File: config.mk
export PLATFORM = sky130hd
export DESIGN_NAME = fifo_frame_reader
export DESIGN_NICKNAME = d
export VERILOG_FILES = /design/src/rtl/fifo_frame_reader.sv
export SDC_FILE = /design/constraint.sdc
export NUM_CORES = 1
export LEC_CHECK = 0
export ABC_AREA = 0
export BUFFER_PORTS_ARGS = -buffer_cell sky130_fd_sc_hd__buf_4
export CAP_MARGIN = 20
export CORE_AREA = 5 5 104 106
export CTS_CLUSTER_SIZE = 40
export DETAILED_ROUTE_END_ITERATION = 16
export DIE_AREA = 0 0 109 111
export HOLD_SLACK_MARGIN = 0.02
export PLACE_DENSITY = 0.85
export SYNTH_ARGS = -nofsm -noshare
export SYNTH_HDL_FRONTEND = slang
export SYNTH_SLANG_ARGS = --single-unit
File: constraint.sdc
create_clock -name rclk -period 2.8 [get_ports rclk]
set_input_delay 0.14 -clock rclk [delete_from_list [all_inputs] [get_ports rclk]]
set_output_delay 0.14 -clock rclk [all_outputs]
set_load 0.01 [all_outputs]
File: src/rtl/fifo_frame_reader.sv
// Read-side frame consumer for the feature-map FIFO: drains one H-word frame into a
// valid/ready stream with row/col position and frame markers, via a 2-entry skid buffer.
`timescale 1ns/1ps

module fifo_frame_reader #(
    parameter int unsigned H    = 784,
    parameter int unsigned W    = 32,
    parameter int unsigned COLS = 28,
    parameter int unsigned L    = $clog2(H + 1)
) (
    input  logic         rclk,
    input  logic         rrst_b,
    input  logic         start,
    input  logic         abort,
    input  logic [W-1:0] fifo_dout,
    input  logic         fifo_rempty,
    output logic         fifo_re,
    output logic         fifo_rclr,
    output logic [W-1:0] m_data,
    output logic         m_valid,
    input  logic         m_ready,
    output logic         m_sof,
    output logic         m_eol,
    output logic         m_eof,
    output logic [L-1:0] m_row,
    output logic [L-1:0] m_col,
    output logic         busy,
    output logic         done
);

    localparam logic [L-1:0] FRAME_LEN = L'(H);
    localparam logic [L-1:0] LAST_BEAT = L'(H - 1);
    localparam logic [L-1:0] LAST_COL  = L'(COLS - 1);

    typedef enum logic [1:0] {
        S_IDLE = 2'd0,
        S_RUN  = 2'd1,
        S_DONE = 2'd2
    } state_t;

    state_t         state;
    state_t         state_nx;

    logic [L-1:0]   rd_cnt;
    logic [L-1:0]   out_cnt;
    logic [L-1:0]   row;
    logic [L-1:0]   col;

    logic [W-1:0]   buf0;
    logic [W-1:0]   buf1;
    logic [1:0]     occ;
    logic           infl;
    logic           rclr_q;

    logic           pop;
    logic           push;
    logic           frame_start;
    logic [2:0]     level;
    logic           room;
    logic           re_int;

    assign pop         = m_valid & m_ready;
    assign push        = infl;
    assign frame_start = (state == S_IDLE) & start & ~abort;

    // Credit check: entries held plus the one in flight, net of this cycle's pop, must leave a slot.
    assign level  = 3'(occ) + 3'(infl);
    assign room   = level < (3'd2 + 3'(pop));
    assign re_int = (state == S_RUN) & ~abort & ~fifo_rempty & (rd_cnt < FRAME_LEN) & room;

    always_ff @(posedge rclk or negedge rrst_b) begin
        if (!rrst_b) begin
            state <= S_IDLE;
        end else begin
            state <= state_nx;
        end
    end

    always_comb begin
        state_nx = state;
        case (state)
            S_IDLE: begin
                if (start) begin
                    state_nx = S_RUN;
                end
            end
            S_RUN: begin
                if (pop && (out_cnt == LAST_BEAT)) begin
                    state_nx = S_DONE;
                end
            end
            S_DONE: begin
                state_nx = S_IDLE;
            end
            default: begin
                state_nx = S_IDLE;
            end
        endcase
        if (abort) begin
            state_nx = S_IDLE;
        end
    end

    // Frame position and read-issue counters.
    always_ff @(posedge rclk or negedge rrst_b) begin
        if (!rrst_b) begin
            rd_cnt  <= '0;
            out_cnt <= '0;
            row     <= '0;
            col     <= '0;
        end else if (frame_start) begin
            rd_cnt  <= '0;
            out_cnt <= '0;
            row     <= '0;
            col     <= '0;
        end else begin
            if (re_int) begin
                rd_cnt <= rd_cnt + L'(1);
            end
            if (pop && !abort) begin
                out_cnt <= out_cnt + L'(1);
                if (col == LAST_COL) begin
                    col <= '0;
                    row <= row + L'(1);
                end else begin
                    col <= col + L'(1);
                end
            end
        end
    end

    // Two-entry skid buffer; buf0 is always the head. Abort drops contents and in-flight data.
    always_ff @(posedge rclk or negedge rrst_b) begin
        if (!rrst_b) begin
            buf0 <= '0;
            buf1 <= '0;
            occ  <= '0;
            infl <= 1'b0;
        end else if (abort) begin
            occ  <= '0;
            infl <= 1'b0;
        end else begin
            infl <= re_int;
            case ({push, pop})
                2'b10: begin
                    if (occ == 2'd0) begin
                        buf0 <= fifo_dout;
                    end else begin
                        buf1 <= fifo_dout;
                    end
                    occ <= occ + 2'd1;
                end
                2'b01: begin
                    buf0 <= buf1;
                    occ  <= occ - 2'd1;
                end
                2'b11: begin
                    if (occ == 2'd1) begin
                        buf0 <= fifo_dout;
                    end else begin
                        buf0 <= buf1;
                        buf1 <= fifo_dout;
                    end
                end
                default: begin
                end
            endcase
        end
    end

    always_ff @(posedge rclk or negedge rrst_b) begin
        if (!rrst_b) begin
            rclr_q <= 1'b0;
        end else begin
            rclr_q <= abort;
        end
    end

    assign fifo_re   = re_int;
    assign fifo_rclr = rclr_q;
    assign m_valid   = (occ != 2'd0);
    assign m_data    = buf0;
    assign m_sof     = m_valid & (out_cnt == '0);
    assign m_eol     = m_valid & (col == LAST_COL);
    assign m_eof     = m_valid & (out_cnt == LAST_BEAT);
    assign m_row     = row;
    assign m_col     = col;
    assign busy      = (state == S_RUN);
    assign done      = (state == S_DONE);

endmodule

==> results of run 1 <==
what timing repair did:
action                                 CTS  global route
hold buffers                            34             0
resized for setup                        0             0
buffers inserted                         0             0
endpoints found under the hold margin   93             0
layer usage:
metal	GRT usage	vias to the layer above
met3	0.03436	25
met5	0	-
met1	0.2683	2075
li1	-	1984
met2	0.3628	90
met4	0.07997	0
how the worst max path moves through the flow:
stage          startpoint   endpoint  cells past startpoint
2_1_floorplan      occ[0]  rd_cnt[6]                      8
3_3_place_gp       occ[0]  rd_cnt[8]                      6
3_5_place_dp       occ[0]  rd_cnt[4]                      6
4_1_cts            occ[0]    fifo_re                      6
5_1_grt            occ[1]    fifo_re                      6
6_report           occ[0]    fifo_re                      6
final cells by class:
type	instances	area [µm²]	share of cell area
inverters	8	30.03	0.004491
clock inverters	6	97.59	0.01460
repair buffers	139	1166	0.1744
well taps	133	166.4	0.02489
clock buffers	10	137.6	0.02058
multi-input cells	340	2336	0.3494
flip-flops and latches	110	2753	0.4117
registers in the layout (all words and copies together), names as in the netlist, 2 cells and up:
signal	count
buf1	32
m_col	10
m_data	32
m_row	10
occ	2
out_cnt	10
rd_cnt	10
state	2
synth_stat cells (7+ instances only):
library cell	instances	area [µm²]
a21oi_1	51	255.2
clkbuf_1	14	52.55
dfrtp_1	110	2753
ha_1	9	112.6
inv_1	8	30.03
mux2_2	32	360.4
mux2i_1	37	370.4
nand2_1	29	108.9
nand3_1	13	65.06
nand4_1	11	68.82
nor2_1	58	217.7
o21ai_0	11	55.05
o31ai_1	7	52.55
or4_1	8	60.06
xnor2_1	10	87.58
worst max-delay path: stages, from the launching register on:
cell and delay, ns:
dfrtp_1 0.44, inv_1 0.07, ha_1 0.31, or3b_2 0.52
a32o_2 0.30, nor2_1 0.27, buf_4 0.18
power groups by stage:
| stage | Combinational, mW | Clock [mW] | Sequential [mW] |
|---|---|---|---|
| 4_1_cts | 1.87 | 1.14 | 2.28 |
| 5_1_grt | 2.05 | 1.22 | 2.33 |
| 3_3_place_gp | 1.75 | 0 | 2.28 |
| 2_1_floorplan | 0.990 | 0 | 2.36 |
| 6_report | 1.86 | 1.13 | 2.28 |
| 3_5_place_dp | 1.82 | 0 | 2.31 |
per-stage QoR:
step | util | hold slack (ns)
global placement | 0.6310 | 0.2627
floorplan | - | -0.1556
global route | 0.6904 | 0.1192
CTS | 0.6904 | 0.09176
finish | 0.6904 | 0.1037
detailed placement | 0.6310 | 0.2763
kinds of logic after synthesis:
kind of cell | count (synthesis) | synth area share
and+or+nand+nor | 162 | 0.1617
DFF | 110 | 0.5286
AOI/OAI and AO/OA | 84 | 0.09418
muxes | 69 | 0.1403
buffers and inverters | 32 | 0.02667
xor gates and xnor gates | 16 | 0.02691
adders and majority gates | 9 | 0.02162
==> metrics.md, run 1 <==
| Metric | Value |
|---|---|
| DR vias/cell | approximately 5.6 |
| Final Cell Area | around 6700 µm² |
| Commonest non-fill, non-tap cells in the layout | dfrtp_1 (110), buf_4 (102), nor2_1 (58) |
| Type of origin of the critical path | register |
| Inserted Diodes | 0 |
| Die area | roughly 12000 µm² |
| Seq pwr share | 0.433 |
| Layout Skew | around 0.013 ns |
| Depth of the worst hold-timing path | 4 |
| Number of global-route vias before repair | between 4000 and 5000 |
| Met2 WL | ~6300 µm |
| Post-route ant nets | 0 |
| Placed cells | 696 |
| Gate count of the mapped netlist | roughly 480 |
| Path type of the worst min-delay path | input port to register |
| Fin. Hold Viols | 0 |
| Detailed Place HPWL | 7963 µm |
| CP max FO | 12 |
| Total grt overflow | 0 |
| Core area | around 9700 µm² |
| Tot Pwr | ~5.3 mW |
| Met3 WL | around 430 µm |
| GPL Wtd Cong | about 0.85 |
| Reg2reg end | rd_cnt[8] |
| Sequential element share of the synthesized area | 0.5286 |
| FP Rows | 36 |
| Layout Cells excl Fill | 746 |
| Critical Path RT | 2.66 ns |
| Critical Path End Type | primary output |
| Sw frac | 0.3382 |
| # IOs | 98 |
| Via count | about 4200 |
| Syn Nets | between 500 and 600 |
| Reg2Reg Depth | 6 |
| Initial antenna violation count | 0 |
| Worst vdd ir | approximately 560 µV |
| Min Tclk post-route | around 2.6 ns |
| Post-DP Area | about 6000 µm² |
| Max-Cap Viols | 0 |
| Most common cell after layout, fill and taps aside | dfrtp_1 |
| Unrepaired setup endpoints after global routing | no |
| Flop2flop setup slack | roughly 0.46 ns |
| Worst Hold Path EP | rd_cnt[1] |
| Synth cell types | 44 |
| Fillers | 697 |
| First-pass iteration count of the detailed router | 5 |
| # DRC | 0 |
| Layout cell share with drive strength beyond 1 | 0.2724 |
| Setup CP Type | register to primary output |
| Setup_tns | 0 ns |
| Top layer in use | met4 |
| Seq cells post-synth | 110 |
| Dpl ws | 0.4785 ns |
| Routed len/inst | around 16 µm |
| Worst setup margin | slightly below 0.2 ns |
| Leakage | 3.250 nW |
| CTS Root Cell | clkbuf_8 |
| Slew @ Worst Pin | ~0.8 ns |
| Cell internal pwr | 3.486 mW |
| Power Density | approximately 790 nW/µm² |
| WP data arrival | about 2.5 ns |
| Sink Count | 110 |
| Initial DRC Count | 282 |
| Die H | 111 µm |
| CTS Buf Count | 9 |
| Synth-to-layout area growth | 28.40% |
| Routed metal-1 wirelength | ~5000 µm |
| Switching Power | 1.782 mW |
| Worst hold start | fifo_rempty |
| Largest net degree at the start of global routing | 65 |
| Critical R2R Launch | occ[0] |
| Post-synth EDFFs | 0 |
| Comb power frac | 0.352 |
| First-pass GRT wire length | approximately 21000 µm |
| Share of flip-flops with an asynchronous set or reset | 1.000 |
| # port buffers | 97 |
| Deepest clock path buffer count | 2 |
| Syn Area/Cell | 10.80 µm² |
| Slew margin rel. | 0.4690 |
| Worst-path clk slew | ~0.1 ns |
| Final Cycle Share | 0.9300 |
| Final setup viols | 0 |
| Fin. max-slew vios | 0 |
| Clock latency on the worst-skew pair | approximately 0.38 ns |
| Run status | complete, no violations |
| CTS tree | yes |
| Initial Util | 0.5377 |
| H-tree depth | 3 |
| Nets | approximately 660 |
| Clock power share | 0.215 |
| Ys flop type | dfrtp_1 |
| Total Routing Usage GR | 0.2127 |
| FMAX | just under 400 MHz |
| Synth Warn # | 0 |
| Synthesized cell area | roughly 5200 µm² |
| Total Wirelength | 11990 µm |
| Chip width | approximately 110 µm |
Power figures use the tool's default switching activity.
==> inputs of run 2 (changes only) <==
--- a/config.mk
+++ b/config.mk
@@ -10,8 +10,9 @@
 export CAP_MARGIN = 20
-export CORE_AREA = 5 5 104 106
+export CORE_AREA = 5 5 94 117
 export CTS_CLUSTER_SIZE = 40
 export DETAILED_ROUTE_END_ITERATION = 16
-export DIE_AREA = 0 0 109 111
+export DIE_AREA = 0 0 99 122
 export HOLD_SLACK_MARGIN = 0.02
 export PLACE_DENSITY = 0.85
+export SKIP_LAST_GASP = 1
 export SYNTH_ARGS = -nofsm -noshare
--- a/constraint.sdc
+++ b/constraint.sdc
@@ -3,2 +3,2 @@
 set_output_delay 0.14 -clock rclk [all_outputs]
-set_load 0.01 [all_outputs]
+set_load 0.02 [all_outputs]
==> metrics.md, run 2 (same netlist as run 1, synthesis figures left out) <==
| Metric | Value |
|---|---|
| Die H | between 100 and 150 µm |
| Initial antenna violation count | 0 |
| # DRC | 0 |
| Final Cycle Share | 0.9522 |
| Number of global-route vias before repair | about 4200 |
| Commonest non-fill, non-tap cells in the layout | dfrtp_1 (110), buf_4 (106), nor2_1 (58) |
| CTS Buf Count | 9 |
| Critical Path RT | roughly 2.7 ns |
| Dpl ws | around 0.43 ns |
| Max-Cap Viols | 0 |
| Reg2Reg Depth | 6 |
| Deepest clock path buffer count | 2 |
| Reg2reg end | m_row[5] |
| FP Rows | 41 |
| Min Tclk post-route | 2.666 ns |
| Worst-path clk slew | 0.07 ns |
| Flop2flop setup slack | approximately 0.40 ns |
| Final hold slack | between 0.03 and 0.04 ns |
| Routed len/inst | between 15 and 20 µm |
| Total grt overflow | 0 |
| Synth-to-layout area growth | 22.71% |
| Max incr delay on CP | 0.52 ns |
| Top layer in use | met4 |
| Post-DP Area | between 6000 and 7000 µm² |
| Initial Util | 0.5260 |
| Layout Cells excl Fill | just over 700 |
| # IOs | 98 |
| Placed cells | 694 |
| Crit path to | fifo_re |
| Worst path depth | 6 |
| Setup CP Type | register to primary output |
| Worst path cell trace | inv_1 > ha_1 > or3b_2 > a32o_2 > nor2_1 > buf_4 |
| Fin util | 0.6454 |
| Layout cell share with drive strength beyond 1 | 0.2847 |
| First-pass iteration count of the detailed router | 4 |
| DR vias/cell | 5.697 |
| Die area | ~12000 µm² |
| Power Density | approximately 860 nW/µm² |
| GPL Wtd Cong | ~0.83 |
| Detailed Place HPWL | ~8400 µm |
| Total Routing Usage GR | 0.2040 |
| Via count | between 4000 and 5000 |
| Layout Skew | 0.01005 ns |
| Critical Path End Type | primary output |
| Sink Count | between 100 and 150 |
| Slew margin rel. | 0.5377 |
| Critical Path Source | occ[0] |
| Nets | between 600 and 700 |
| WP data arrival | approximately 2.5 ns |
| Worst setup margin | roughly 0.13 ns |
| Top delay family on crit path | simple AND/OR/NAND/NOR gates |
| Path type of the worst min-delay path | input port to register |
| H-tree depth | 3 |
| Chip width | 99 µm |
| Worst path slowest cell | or3b_2 |
| Final Cell Area | ~6400 µm² |
| CTS Root Cell | clkbuf_16 |
| Setup_tns | 0 ns |
| Post-route ant nets | 0 |
| Slew @ Worst Pin | just under 0.7 ns |
| # port buffers | 97 |
| Inserted Diodes | 0 |
| FMAX | 375.1 MHz |
| Fin. Hold Viols | 0 |
| Core area | 9901 µm² |
| Initial DRC Count | 210 |
| CP max FO | 12 |
| Clock latency on the worst-skew pair | 0.35 ns |
| First-pass GRT wire length | ~20000 µm |
| Critical R2R Launch | occ[0] |
| Bufs and invs on worst path | 2 |
| Leakage | approximately 3.1 nW |
| Type of origin of the critical path | register |
| Worst vdd ir | 600.2 µV |
| Routed metal-1 wirelength | 4535 µm |
| Largest net degree at the start of global routing | 56 |
| Tot Pwr | around 5.5 mW |
| Fin. max-slew vios | 0 |
| Total Wirelength | 11900 µm |
| Final setup viols | 0 |
| CTS tree | yes |
| Met3 WL | about 460 µm |
| Unrepaired setup endpoints after global routing | no |
| Met2 WL | about 6600 µm |
| Most common cell after layout, fill and taps aside | dfrtp_1 |
| Run status | complete, no violations |
==> run 2: cell types whose count changed in the layout (fill, tap and decap cells not counted), sizes merged <==
cell         before  now
clkbuf           10   11
inv              12   10
bufinv            2    0
buf             105  107
clkinv            0    2
dlygate4sd3      34    3
==> run 2: area by class of cell <==
class / instances / area [µm²]
Clock inverter: 4 / 31.28
Tap cell: 129 / 161.4
Clock buffer: 11 / 232.7
Fill cell: 785 / 3511
Sequential cell: 110 / 2753
Multi-Input combinational cell: 340 / 2336
Timing Repair Buffer: 110 / 845.8
Inverter: 8 / 30.03
==> run 2: power breakdown <==
part | total [mW] | switching, mW | internal [mW]
Combinational | 2.02 | 1.11 | 0.906
Clock | 1.18 | 0.569 | 0.606
Sequential | 2.28 | 0.262 | 2.01
Total | 5.47 | 1.94 | 3.53
==> run 2: how the worst min path moves through the flow <==
stage | startpoint | depth (start not counted) | slack, ns | to
finish | fifo_dout[8] | 2 | 0.03 | buf1[8]
global route | fifo_dout[1] | 2 | 0.02 | buf1[1]
CTS | fifo_dout[8] | 2 | 0.02 | buf1[8]
floorplan | rrst_b | 0 | -0.16 | buf1[0]
detailed placement | rrst_b | 1 | 0.23 | buf1[29]
global placement | rrst_b | 1 | 0.22 | buf1[29]
==> run 2: worst register-to-register path, stage by stage (launching register included) <==
cell and delay [ns]:
dfrtp_1 0.42, inv_1 0.08, ha_1 0.32, nor3b_4 0.26, nand4_1 0.44, or4_1 0.64, a21oi_1 0.16
==> run 2: routing by layer <==
layer / vias to the layer above / global-route usage
met3: 25 / 0.03093
met5: - / 0
met1: 2024 / 0.2388
met4: 0 / 0.1076
met2: 94 / 0.3592
li1: 1913 / -
==> run 2: what timing repair did <==
item | 4_1_cts | 5_1_grt
buffers inserted | 0 | 0
hold buffers | 3 | 0
hold endpoints to repair | 55 | 0
resized for setup | 0 | 0
==> inputs of run 3 (changes only) <==
CORE_AREA = 5 5 104 106   (was 5 5 94 117)
DIE_AREA = 0 0 109 111   (was 0 0 99 122)
==> metrics.md, run 3 (same netlist as run 1, synthesis figures left out) <==
| Metric | Value |
|---|---|
| Detailed Place HPWL | between 8000 and 9000 µm |
| Number of global-route vias before repair | 4421 |
| Cell internal pwr | 3.312 mW |
| Type of origin of the critical path | register |
| FMAX | between 300 and 400 MHz |
| First-pass iteration count of the detailed router | 6 |
| Initial antenna violation count | 1 |
| Placed cells | between 600 and 700 |
| Switching Power | between 1.5 and 2 mW |
| H-tree depth | 3 |
| Clock power share | 0.177 |
| GPL Wtd Cong | ~0.86 |
| DR vias/cell | roughly 5.6 |
| Worst path slowest cell | or3b_2 |
| Routed len/inst | 16.72 µm |
| Commonest non-fill, non-tap cells in the layout | dfrtp_1 (110), buf_4 (104), nor2_1 (58) |
| Fin. Hold Viols | 0 |
| Layout cell share with drive strength beyond 1 | 0.2736 |
| Clock latency on the worst-skew pair | ~0.38 ns |
| Critical Path RT | between 2 and 3 ns |
| Core area | 9684 µm² |
| Layout Skew | 0.01026 ns |
| CTS tree | yes |
| Leakage | ~3.2 nW |
| Initial DRC Count | around 220 |
| Setup CP Type | register to primary output |
| CP max FO | 12 |
| Comb power frac | 0.391 |
| Most common cell after layout, fill and taps aside | dfrtp_1 |
| Sw frac | 0.3740 |
| Slew margin rel. | 0.5178 |
| Min Tclk post-route | 2.626 ns |
| Unrepaired setup endpoints after global routing | no |
| Max incr delay on CP | between 0.5 and 0.6 ns |
| Resized cells post-CTS | 0 |
| Worst vdd ir | roughly 510 µV |
| Critical Path End Type | primary output |
| Worst-path clk slew | roughly 0.1 ns |
| Final setup viols | 0 |
| Final Cycle Share | 0.9377 |
| Die H | 111 µm |
| Nets | 656 |
| Top delay family on crit path | simple AND/OR/NAND/NOR gates |
| Largest net degree at the start of global routing | 65 |
| CTS Root Cell | clkbuf_8 |
| Bufs and invs on worst path | 2 |
| Synth-to-layout area growth | 27.53% |
| CTS Buf Count | 9 |
| WP data arrival | between 2 and 2.5 ns |
| Tot Pwr | between 5 and 6 mW |
| Fin. max-slew vios | 0 |
| # IOs | 98 |
| Run status | complete, no violations |
| # port buffers | between 90 and 100 |
| Post-route ant nets | 0 |
| Power Density | approximately 800 nW/µm² |
| Deepest clock path buffer count | 2 |
| Flop2flop setup slack | 0.46 ns |
| FP Rows | 36 |
| # DRC | 0 |
| Total grt overflow | 0 |
| First-pass GRT wire length | approximately 21000 µm |
| Seq pwr share | 0.432 |
| Total Routing Usage GR | 0.2182 |
| Path type of the worst min-delay path | input port to register |
| Die area | 12100 µm² |
| Via count | around 4200 |
| Max-Cap Viols | 0 |
| Chip width | 109 µm |
| Setup_tns | 0 ns |
| Total Wirelength | approximately 13000 µm |
| Initial Util | 0.5377 |
| Slew @ Worst Pin | between 0.7 and 0.8 ns |
| Worst path cell trace | inv_1 > ha_1 > or3b_2 > a32o_2 > nor2_1 > buf_4 |
| Layout Cells excl Fill | ~750 |
| Sink Count | 110 |
-- run 3: cell types whose count changed in the layout (fill, tap and decap cells not counted), moves of 2 or more --
cell           before  now
clkbuf_1            2    0
clkbuf_16           9    0
buf_4             106  104
dlygate4sd3_1       3   34
clkbuf_8            0   10
-- run 3: power groups by stage --
stage	logic (mW)	clock network [mW]	registers, mW
6_report	2.07	0.934	2.29
5_1_grt	2.25	1.03	2.34
4_1_cts	2.09	0.957	2.28
3_5_place_dp	2.04	0	2.31
3_3_place_gp	1.96	0	2.28
2_1_floorplan	1.01	0	2.54
-- run 3: area by class of cell --
| class | count | area, µm² |
|---|---|---|
| inverters | 8 | 30.03 |
| multi-input cells | 340 | 2336 |
| clock buffers | 10 | 137.6 |
| flip-flops and latches | 110 | 2753 |
| clock inverters | 6 | 55.05 |
| well taps | 133 | 166.4 |
| fillers | 692 | 3043 |
| repair buffers | 140 | 1161 |
| diodes | 1 | 2.502 |
-- run 3: final timing paths --
check,end,depth (start not counted),start
worst max-delay path,fifo_re,6,occ[0]
worst min-delay path,rd_cnt[1],4,fifo_rempty
worst max register to register,rd_cnt[4],6,occ[0]
worst min register to register,buf1[7],1,buf1[7]
max in group asynchronous,m_row[9],3,rrst_b
min in group asynchronous,buf1[28],2,rrst_b
-- run 3: timing repair --
action,4_1_cts,5_1_grt
buffers inserted,0,0
hold buffers,34,0
hold endpoints to repair,89,0
-- run 3: per-layer routing --
layer / routed length, µm / track usage / vias to the layer above
li1: - / - / 1977
met1: 4885 / 0.2560 / 2056
met2: 6788 / 0.3870 / 114
met3: 496 / 0.03320 / 30
met4: 336 / 0.09680 / 0
met5: 0 / 0 / -
-- run 3: through the flow --
stage | cell area (µm²) | hold WS (ns) | setup WS (ns) | utilization
after CTS | 6639 | 0.09017 | 0.1506 | 0.6855
final | 6641 | 0.1110 | 0.1743 | 0.6858
after global routing | 6641 | 0.1577 | 0.04815 | 0.6858
after global placement | 6106 | 0.2356 | 0.5619 | 0.6305
after floorplan | 5207 | -0.1556 | 0.5115 | -
after detailed placement | 6106 | 0.2473 | 0.4666 | 0.6305
-- run 3: worst reg2reg max path, stage by stage (launching register included) --
cell     delay (ns)
dfrtp_1        0.43
inv_1          0.06
ha_1           0.32
or3b_2         0.52
a32o_2         0.31
or4_1          0.49
a21oi_1        0.15
